[src/rtl/counter_pkg.sv]
// Shared constants for the parameterised up/down counter: mode encodings and direction values.
package counter_pkg;

  typedef enum logic [1:0] {
    MODE_WRAP   = 2'b00,
    MODE_SAT    = 2'b01,
    MODE_BOUNCE = 2'b10,
    MODE_RSVD   = 2'b11
  } mode_e;

  localparam logic DIR_UP   = 1'b1;
  localparam logic DIR_DOWN = 1'b0;

endpackage

[src/rtl/counter_next.sv]
// Combinational next-count, next-direction and boundary-pulse logic for updown_counter_param.
module counter_next
  import counter_pkg::*;
#(
  parameter int unsigned        WIDTH   = 5,
  parameter logic [WIDTH-1:0]   MIN_VAL = '0,
  parameter logic [WIDTH-1:0]   MAX_VAL = '1
) (
  input  logic [WIDTH-1:0] count_i,
  input  logic             dir_i,
  input  logic             en_i,
  input  logic             ctrl_i,
  input  logic [1:0]       mode_i,
  input  logic             clr_i,
  input  logic             load_i,
  input  logic [WIDTH-1:0] load_val_i,
  output logic [WIDTH-1:0] count_d_c,
  output logic             dir_d_c,
  output logic             tc_d_c
);

  // One guard bit so +1 past the top of the range is visible rather than wrapping.
  localparam int unsigned      AW      = WIDTH + 1;
  localparam logic [AW-1:0]    MIN_EXT = {1'b0, MIN_VAL};
  localparam logic [AW-1:0]    MAX_EXT = {1'b0, MAX_VAL};

  logic [AW-1:0] cnt_ext;
  logic [AW-1:0] inc_ext;
  logic [AW-1:0] dec_ext;
  logic [AW-1:0] ld_ext;
  mode_e         mode_s;

  assign cnt_ext = {1'b0, count_i};
  assign inc_ext = cnt_ext + AW'(1);
  assign dec_ext = cnt_ext - AW'(1);
  assign ld_ext  = {1'b0, load_val_i};
  assign mode_s  = mode_e'(mode_i);

  always_comb begin
    count_d_c = count_i;
    dir_d_c   = dir_i;
    tc_d_c    = 1'b0;
    if (clr_i) begin
      count_d_c = MIN_VAL;
      dir_d_c   = DIR_UP;
    end else if (load_i) begin
      if (ld_ext < MIN_EXT)      count_d_c = MIN_VAL;
      else if (ld_ext > MAX_EXT) count_d_c = MAX_VAL;
      else                       count_d_c = load_val_i;
    end else if (en_i) begin
      case (mode_s)
        MODE_SAT: begin
          dir_d_c = ctrl_i;
          if (ctrl_i) begin
            if (cnt_ext < MAX_EXT) begin
              count_d_c = WIDTH'(inc_ext);
              tc_d_c    = (inc_ext == MAX_EXT);
            end
          end else if (cnt_ext > MIN_EXT) begin
            count_d_c = WIDTH'(dec_ext);
            tc_d_c    = (dec_ext == MIN_EXT);
          end
        end
        MODE_BOUNCE: begin
          // Sitting on a bound (e.g. after load) just steps away without a pulse.
          if (cnt_ext >= MAX_EXT) begin
            count_d_c = WIDTH'(dec_ext);
            dir_d_c   = DIR_DOWN;
          end else if (cnt_ext <= MIN_EXT) begin
            count_d_c = WIDTH'(inc_ext);
            dir_d_c   = DIR_UP;
          end else if (dir_i == DIR_UP) begin
            count_d_c = WIDTH'(inc_ext);
            if (inc_ext == MAX_EXT) begin
              dir_d_c = DIR_DOWN;
              tc_d_c  = 1'b1;
            end
          end else begin
            count_d_c = WIDTH'(dec_ext);
            if (dec_ext == MIN_EXT) begin
              dir_d_c = DIR_UP;
              tc_d_c  = 1'b1;
            end
          end
        end
        default: begin
          dir_d_c = ctrl_i;
          if (ctrl_i) begin
            if (inc_ext > MAX_EXT) begin
              count_d_c = MIN_VAL;
              tc_d_c    = 1'b1;
            end else begin
              count_d_c = WIDTH'(inc_ext);
            end
          end else if (cnt_ext <= MIN_EXT) begin
            count_d_c = MAX_VAL;
            tc_d_c    = 1'b1;
          end else begin
            count_d_c = WIDTH'(dec_ext);
          end
        end
      endcase
    end
  end

endmodule

[src/rtl/updown_counter_param.sv]
// Bounded up/down counter with wrap, saturate and bounce modes; holds the count/dir/tc registers.
module updown_counter_param
  import counter_pkg::*;
#(
  parameter int unsigned        WIDTH   = 5,
  parameter logic [WIDTH-1:0]   MIN_VAL = '0,
  parameter logic [WIDTH-1:0]   MAX_VAL = '1
) (
  input  logic             clkout,
  input  logic             rst,
  input  logic             en,
  input  logic             ctrl,
  input  logic [1:0]       mode,
  input  logic             clr,
  input  logic             load,
  input  logic [WIDTH-1:0] load_val,
  output logic [WIDTH-1:0] count,
  output logic             dir,
  output logic             tc,
  output logic             at_max,
  output logic             at_min
);

  logic [WIDTH-1:0] count_q;
  logic [WIDTH-1:0] count_d;
  logic             dir_q;
  logic             dir_d;
  logic             tc_q;
  logic             tc_d;

  counter_next #(
    .WIDTH   (WIDTH),
    .MIN_VAL (MIN_VAL),
    .MAX_VAL (MAX_VAL)
  ) u_next (
    .count_i    (count_q),
    .dir_i      (dir_q),
    .en_i       (en),
    .ctrl_i     (ctrl),
    .mode_i     (mode),
    .clr_i      (clr),
    .load_i     (load),
    .load_val_i (load_val),
    .count_d_c  (count_d),
    .dir_d_c    (dir_d),
    .tc_d_c     (tc_d)
  );

  always_ff @(posedge clkout or negedge rst) begin
    if (!rst) begin
      count_q <= MIN_VAL;
      dir_q   <= DIR_UP;
      tc_q    <= 1'b0;
    end else begin
      count_q <= count_d;
      dir_q   <= dir_d;
      tc_q    <= tc_d;
    end
  end

  assign count  = count_q;
  assign dir    = dir_q;
  assign tc     = tc_q;
  assign at_max = (count_q == MAX_VAL);
  assign at_min = (count_q == MIN_VAL);

endmodule

[config.mk]
export PLATFORM = sky130hd
export DESIGN_NAME = updown_counter_param
export DESIGN_NICKNAME = d
export VERILOG_FILES = /design/src/rtl/counter_pkg.sv /design/src/rtl/counter_next.sv /design/src/rtl/updown_counter_param.sv
export SDC_FILE = /design/constraint.sdc
export NUM_CORES = 1
export LEC_CHECK = 0
export ABC_AREA = 1
export CORE_UTILIZATION = 25
export DETAILED_ROUTE_END_ITERATION = 8
export MAX_ROUTING_LAYER = met4
export PLACE_DENSITY = 0.56
export SETUP_SLACK_MARGIN = 0.05
export SLEW_MARGIN = 15
export SYNTH_ARGS = -nofsm -noshare
export SYNTH_HDL_FRONTEND = slang
export SYNTH_HIERARCHICAL = 1
export SYNTH_SLANG_ARGS = --single-unit
[constraint.sdc]
create_clock -name clkout -period 2.1 [get_ports clkout]
set_input_delay 0.525 -clock clkout [delete_from_list [all_inputs] [get_ports clkout]]
set_output_delay 0.525 -clock clkout [all_outputs]
set_load 0.005 [all_outputs]
Word level (Yosys, flattened, before mapping)
Cells that the tools add are included.
W data, S select, Z words.

operators by class
  equality and inequality tests = 7
  div/mod/pow operators = 0
  magnitude comparators = 7
  shift-type cells = 0
  bitwise logic cells = 0
  reductions and logical operators = 6
  multiplexer cells = 38
  multiply operators = 0
  add/sub/neg operators = 2

operators with widths
  operator               number
  $mux W5                14
  $mux W1                22
  $ne A5 B4 Y1 const B   2
  $pmux W5 S2            1
  $add A5 B1 Y6 const B  1
  $eq A6 B5 Y1 const B   1
  $gt A6 B5 Y1 const B   1
  $logic_not A6 Y1       1
  $sub A5 B1 Y6 const B  1
  $eq A5 B5 Y1 const B   1
  $ge A5 B5 Y1 const B   1
  $gt A5 B1 Y1 const B   1
  $gt A5 B5 Y1 const B   1
  $le A5 B1 Y1 const B   1
  $logic_not A5 Y1       1
  $lt A5 B1 Y1 const B   1
  $lt A5 B5 Y1 const B   1
  $reduce_and A3 Y1      1
  $reduce_bool A3 Y1     1
  $eq A2 B1 Y1 const B   1
  $eq A2 B2 Y1 const B   1
  $ne A2 B2 Y1 const B   1
  $pmux W1 S2            1
  $reduce_and A2 Y1      1
  $reduce_bool A2 Y1     1

storage, ports and cells
  output and inout port bits = 9
  logic and storage cells = 63
  bits in latches = 0
  memories kept = 0
  flip-flop bits (word level) = 7
  bits of input ports = 13
  ROM bits = 0
  RAM bits = 0

Logic depth before layout (Yosys ltp)
  depth in word-level cells = 10
  mapped depth = 13
  depth with buffers taken out = 13

Modules after synthesis
Netlist, hierarchy kept.

by module, submodules not included
  module                cells an instance  area an instance (um^2)  seq. area each (um^2)  instances
  counter_next          164                883.3                    0.0                    1
  updown_counter_param  17                 215.2                    176.4                  1

Worst setup path before layout
OpenSTA, ideal clock, no wires.

  path kind = register to register
  start = register count_q[0], in the netlist count[0]
  end = register count_q[0], in the netlist count[0]
  data required time = 2.023 ns
  arrival time = 1.734 ns
  clock period less this slack = 1.812 ns
  path slack = 0.288 ns
  stages on the path, launching flop included = 11
  library setup time = 0.077 ns
  buffers on the path = 0
  cell sequence = dfrtp_1 > inv_2 > ha_1 > nand3_4 > ha_1 > nor2_1 > o21ai_0 > o21ai_0 > o21ai_0 > nand2_1 > a21oi_1

between the ends
  word-level cells in the longest chain between the ends = 8
  elaborated cells between the ends (all ways) = 23
  classes of those cells = add/sub: 2; order compare: 5; eq/ne: 2; mux: 13; reduce/logical: 1

ends and longest elaborated chain
  element                                                RTL line                                source
  start, declared                                        updown_counter_param.sv:24              logic [WIDTH-1:0] count_q;
  start signal, assigned                                 updown_counter_param.sv:55              count_q <= count_d;
  $add A5 B1 Y6 / $sub A5 B1 Y6 (equally long branches)  counter_next.sv:34, counter_next.sv:35
  $gt A6 B5 Y1 / $mux W5 (equally long branches)         counter_next.sv:89, counter_next.sv:72
  $mux W5, on equally long branches                      counter_next.sv:89, counter_next.sv:69
  $mux W5, on equally long branches                      counter_next.sv:88, counter_next.sv:66
  $pmux W5 S2 *                                          counter_next.sv:51                      case (mode_s)
  $mux W5 *                                              counter_next.sv:50                      end else if (en_i) begin
  $mux W5 *                                              counter_next.sv:46                      end else if (load_i) begin
  $mux W5 *                                              counter_next.sv:43                      if (clr_i) begin
  named net count_d[0]                                   updown_counter_param.sv:25              logic [WIDTH-1:0] count_d;

The timed path passes the listed nets; every way through them passes the cells marked *. The select of a mux whose other input is x is not followed.
A chain may end at the register's enable or synchronous reset.

Worst setup path in the final report
  start = register count_q[1], in the netlist count[1]
  end = output port at_max

between the ends
  word-level cells in the longest chain between the ends = 1

ends and longest elaborated chain
  element        RTL line                    source
  $eq A5 B5 Y1   updown_counter_param.sv:64  assign at_max = (count_q == MAX_VAL);
  end, declared  updown_counter_param.sv:20  output logic at_max,

Every way passes these cells.

==> impl_table.tex <==
\begin{tabular}{lr}
\hline
Metric & Value \\
\hline
\multicolumn{2}{l}{\textbf{Logic synthesis}} \\
\quad Area leader, netlist & sky130\_fd\_sc\_hd\_\_nand2\_1 \\
\quad Xor and xnor area share after synthesis & 0.00797 \\
\quad Most common flop cell mapped by yosys & sky130\_fd\_sc\_hd\_\_dfrtp\_1 \\
\quad Adder and majority gate portion of the synthesized area & 0.0911 \\
\quad Main combinational cell family by area after synthesis & simple AND/OR/NAND/NOR gates \\
\quad Multiplexer share of the synthesized area & 0 \\
\quad Area fraction in compound gates after synthesis & 0.177 \\
\quad Sequential area share after synthesis & 0.161 \\
\quad Cells taking the most area after synthesis & sky130\_fd\_sc\_hd\_\_nand2\_1 18\%, sky130\_fd\_sc\_hd\_\_dfrtp\_1 14\%, sky130\_fd\_sc\_hd\_\_ha\_1 9.1\% \\
\quad \#FFs+latches synth & 7 \\
\quad Total nets after synthesis & 202 \\
\quad Cell area after synthesis & 1100 um\^{}2 \\
\quad Number of instances in the synthesized netlist & 181 \\
\quad Synthesized area per cell & 6.07 um\^{}2 \\
\quad Number of different library cells in the post-synthesis netlist & 28 \\
\quad Share of the synthesized area in the top cell type & 0.181 \\
\quad Async SR Flop Fraction & 1.00 \\
\quad EDFF count, synth & 0 \\
\quad Yosys Warn Count & 6 \\
\quad Area fraction in and, or, nand and nor cells after synthesis & 0.460 \\
\multicolumn{2}{l}{\textbf{Clock network}} \\
\quad Maximum number of buffers from clock root to sink & 2 \\
\quad Clock buffers created by TritonCTS & 3 \\
\quad Clk Tree Root Cell & sky130\_fd\_sc\_hd\_\_clkbuf\_8 \\
\quad Clock transition at the registers of the reported paths & 0.04 ns \\
\quad Worst skew pair latency & 0.23 ns \\
\quad Clock tree from TritonCTS & built \\
\quad Depth of the CTS H-tree & 1 \\
\quad Clk sink count & 7 \\
\quad Post-CTS Hold Fix Bufs & 0 \\
\multicolumn{2}{l}{\textbf{Worst setup path}} \\
\quad WP data required & 1.57 ns \\
\quad Largest fanout of any net on the critical path & 8 \\
\quad Source of the worst register-to-register timing path & count[1]\$\_DFF\_PN0\_ \\
\quad Critical Path Start Type & flop \\
\quad CP endpoint kind & output port \\
\quad Critical Path End & at\_max \\
\quad Crit Path Category & reg -> out \\
\quad Start point of the critical path & count[1]\$\_DFF\_PN0\_ \\
\quad Reg2Reg Capture Point & tc\$\_DFF\_PN0\_ \\
\quad R2r worst-path depth & 12 \\
\quad CP arrival & 1.35 ns \\
\quad Register-to-register setup slack & 0.29 ns \\
\multicolumn{2}{l}{\textbf{Global routing}} \\
\quad Total Routing Usage GR & 0.159 \\
\quad Initial antenna violation count & 0 \\
\quad Global-route wire length before repair & 5330 um \\
\quad Total congestion overflow after global routing & 0 \\
\quad Pin count of the biggest net entering global routing & 11 \\
\quad Number of global-route vias before repair & 1149 \\
\multicolumn{2}{l}{\textbf{Floorplan}} \\
\quad Starting density of the core & 0.267 \\
\quad Number of rows created at floorplan & 23 \\
\quad Floorplan Core Area & 4120 um\^{}2 \\
\quad Area of the die & 4660 um\^{}2 \\
\quad Width of the die & 68.3 um \\
\quad Die Span Y & 68.3 um \\
\quad Ports placed on the boundary & 22 \\
\multicolumn{2}{l}{\textbf{Layout}} \\
\quad Filler Cells Inserted & 458 \\
\quad Net count of the finished layout & 245 \\
\quad Fraction of final layout cells with drive strength greater than 1 & 0.229 \\
\quad Most common cell after layout, fill and taps aside & sky130\_fd\_sc\_hd\_\_nand2\_1 \\
\quad Most frequent cells in the layout & 53 x sky130\_fd\_sc\_hd\_\_nand2\_1, 22 x sky130\_fd\_sc\_hd\_\_inv\_1, 20 x sky130\_fd\_sc\_hd\_\_clkdlybuf4s50\_1, 20 x sky130\_fd\_sc\_hd\_\_buf\_4, 18 x sky130\_fd\_sc\_hd\_\_nand3\_1 \\
\quad Area added between synthesis and finish & 42.1\% \\
\quad Ant. Diodes & 0 \\
\quad Fraction of the core area covered by cells at the end of the flow & 0.379 \\
\multicolumn{2}{l}{\textbf{Pwr}} \\
\quad Overall power of the completed layout & 0.684 mW \\
\quad Leakage Power & 0.800 nW \\
\quad Power density of the placed cells & 438 nW/um\^{}2 \\
\quad Share of power burned in the clock network & 0.278 \\
\quad Switching power of the nets & 0.251 mW \\
\quad Share of total power consumed by net switching & 0.367 \\
\quad Combinational fraction of design power & 0.481 \\
\quad Fraction of power consumed by sequential logic & 0.242 \\
\quad VDD IR max & 290 uV \\
\quad Cell internal pwr & 0.433 mW \\
\multicolumn{2}{l}{\textbf{STA}} \\
\quad Total count of hold-check failures in the final report & 0 \\
\quad Worst-margin pin slew & 0.318 ns \\
\quad Number of pins with negative max-slew slack in the final report & 0 \\
\quad Relative max-transition margin & 0.787 \\
\quad Fin crit period & 1.88 ns \\
\quad Skew final & 0.00210 ns \\
\quad Post-route fraction of the period consumed by the critical path & 0.895 \\
\quad RSZ-0062 raised after global routing & false \\
\quad Setup-failing EPs final & 0 \\
\quad Worst hold slack after final layout & 0.560 ns \\
\quad Upper clock frequency limit & 0.532 GHz \\
\quad Setup tns final & 0 ns \\
\multicolumn{2}{l}{\textbf{Route}} \\
\quad Count of nets left with antenna violations after detail routing & 0 \\
\quad Total detailed-routing wirelength & 3120 um \\
\quad Routed via count & 1271 \\
\quad Vias per Instance & 4.66 \\
\quad DR WL/cell & 11.4 um \\
\quad Detailed Routing Iterations Pass 1 & 4 \\
\quad Residual DRC & 0 \\
\quad Iter 0 DRT Violations & 84 \\
\multicolumn{2}{l}{\textbf{Outcome}} \\
\quad Status & complete, no violations \\
\multicolumn{2}{l}{\textbf{Placed design}} \\
\quad Detail Placement HPWL & 2490 um \\
\quad Global placement routability congestion & 0.928 \\
\quad Number of buffer cells added on primary ports & 21 \\
\multicolumn{2}{l}{\textbf{Worst hold path}} \\
\quad Hold WC Path Type & in -> async \\
\multicolumn{2}{l}{\textbf{Job}} \\
\quad Max capacitance violation total & 0 \\
\hline
\end{tabular}
synthesized netlist by cell type, types with 2 or more instances:
cell type,number
sky130_fd_sc_hd__nand2_2,5
sky130_fd_sc_hd__nand3_4,2
sky130_fd_sc_hd__inv_1,22
sky130_fd_sc_hd__nor2_1,13
sky130_fd_sc_hd__nor2_2,2
sky130_fd_sc_hd__nand4_1,2
sky130_fd_sc_hd__ha_1,8
sky130_fd_sc_hd__a21oi_1,16
sky130_fd_sc_hd__a21oi_2,4
sky130_fd_sc_hd__dfrtp_1,6
sky130_fd_sc_hd__o211ai_1,2
sky130_fd_sc_hd__o21ai_0,10
sky130_fd_sc_hd__nand2_1,53
sky130_fd_sc_hd__inv_2,3
sky130_fd_sc_hd__nor2_4,2
sky130_fd_sc_hd__nand2_4,2
sky130_fd_sc_hd__nand3_1,18
stage by stage:
step,instance area (um^2),setup slack [ns],std cells
floorplan,1100,0.288,181
global placement,1440,0.130,260
detailed placement,1440,0.106,260
CTS,1490,0.0506,264
global route,1560,0.0947,273
finish,1560,0.221,273
registers in the layout (all words and copies together) (netlist names):
name and count:
count 5, dir 1, tc 1
power by group through the flow:
| stage | clock (mW) | combinational (mW) | sequential, mW |
|---|---|---|---|
| floorplan | 0 | 0.184 | 0.169 |
| global placement | 0 | 0.296 | 0.177 |
| detailed placement | 0 | 0.295 | 0.177 |
| CTS | 0.200 | 0.297 | 0.176 |
| global route | 0.209 | 0.373 | 0.167 |
| finish | 0.190 | 0.329 | 0.165 |
how the worst min path moves through the flow:
stage,slack (ns),from,cells past startpoint,to
2_1_floorplan,0.23,rst,0,count[0]$_DFF_PN0_
3_3_place_gp,0.58,dir$_DFF_PN1_,2,dir$_DFF_PN1_
3_5_place_dp,0.58,dir$_DFF_PN1_,2,dir$_DFF_PN1_
4_1_cts,0.57,rst,1,count[2]$_DFF_PN0_
5_1_grt,0.58,rst,1,tc$_DFF_PN0_
6_report,0.56,rst,1,count[3]$_DFF_PN0_
cell type report:
type,instances,area (um^2),share of cell area
tap,50,62.6,0.0401
timing repair buffer,41,363,0.232
sequential,7,183,0.117
inverter,26,97.6,0.0625
multi-input combinational,145,811,0.519
clock buffer,4,45.0,0.0288
worst max-delay path: stages (launching register included):
cell and delay (ns):
sky130_fd_sc_hd__dfrtp_2 0.46, sky130_fd_sc_hd__nand2_1 0.08, sky130_fd_sc_hd__nor2_1 0.10, sky130_fd_sc_hd__clkdlybuf4s50_1 0.50
per-layer routing:
layer | track usage | vias up | wire length (um)
li1 | - | 670 | -
met4 | 0.0182 | 0 | 11
met2 | 0.243 | 37 | 1370
met1 | 0.222 | 562 | 1570
met3 | 0.0300 | 2 | 167
met5 | - | - | 0
repair_timing:
action,4_1_cts,5_1_grt
pin swaps,0,0
endpoints found under the setup margin,2,9
gates resized for setup,2,6
buffers inserted,0,9
cell families (layout without fill, tap and decap cells):
kind of cell	count (synthesis)	after routing
buffers and inverters	29	71
AOI/OAI and AO/OA	34	34
adders and majority gates	8	8
DFF	7	7
and+or+nand+nor	102	102
xor gates and xnor gates	1	1
No activity file was read; power rests on OpenSTA's default activity.
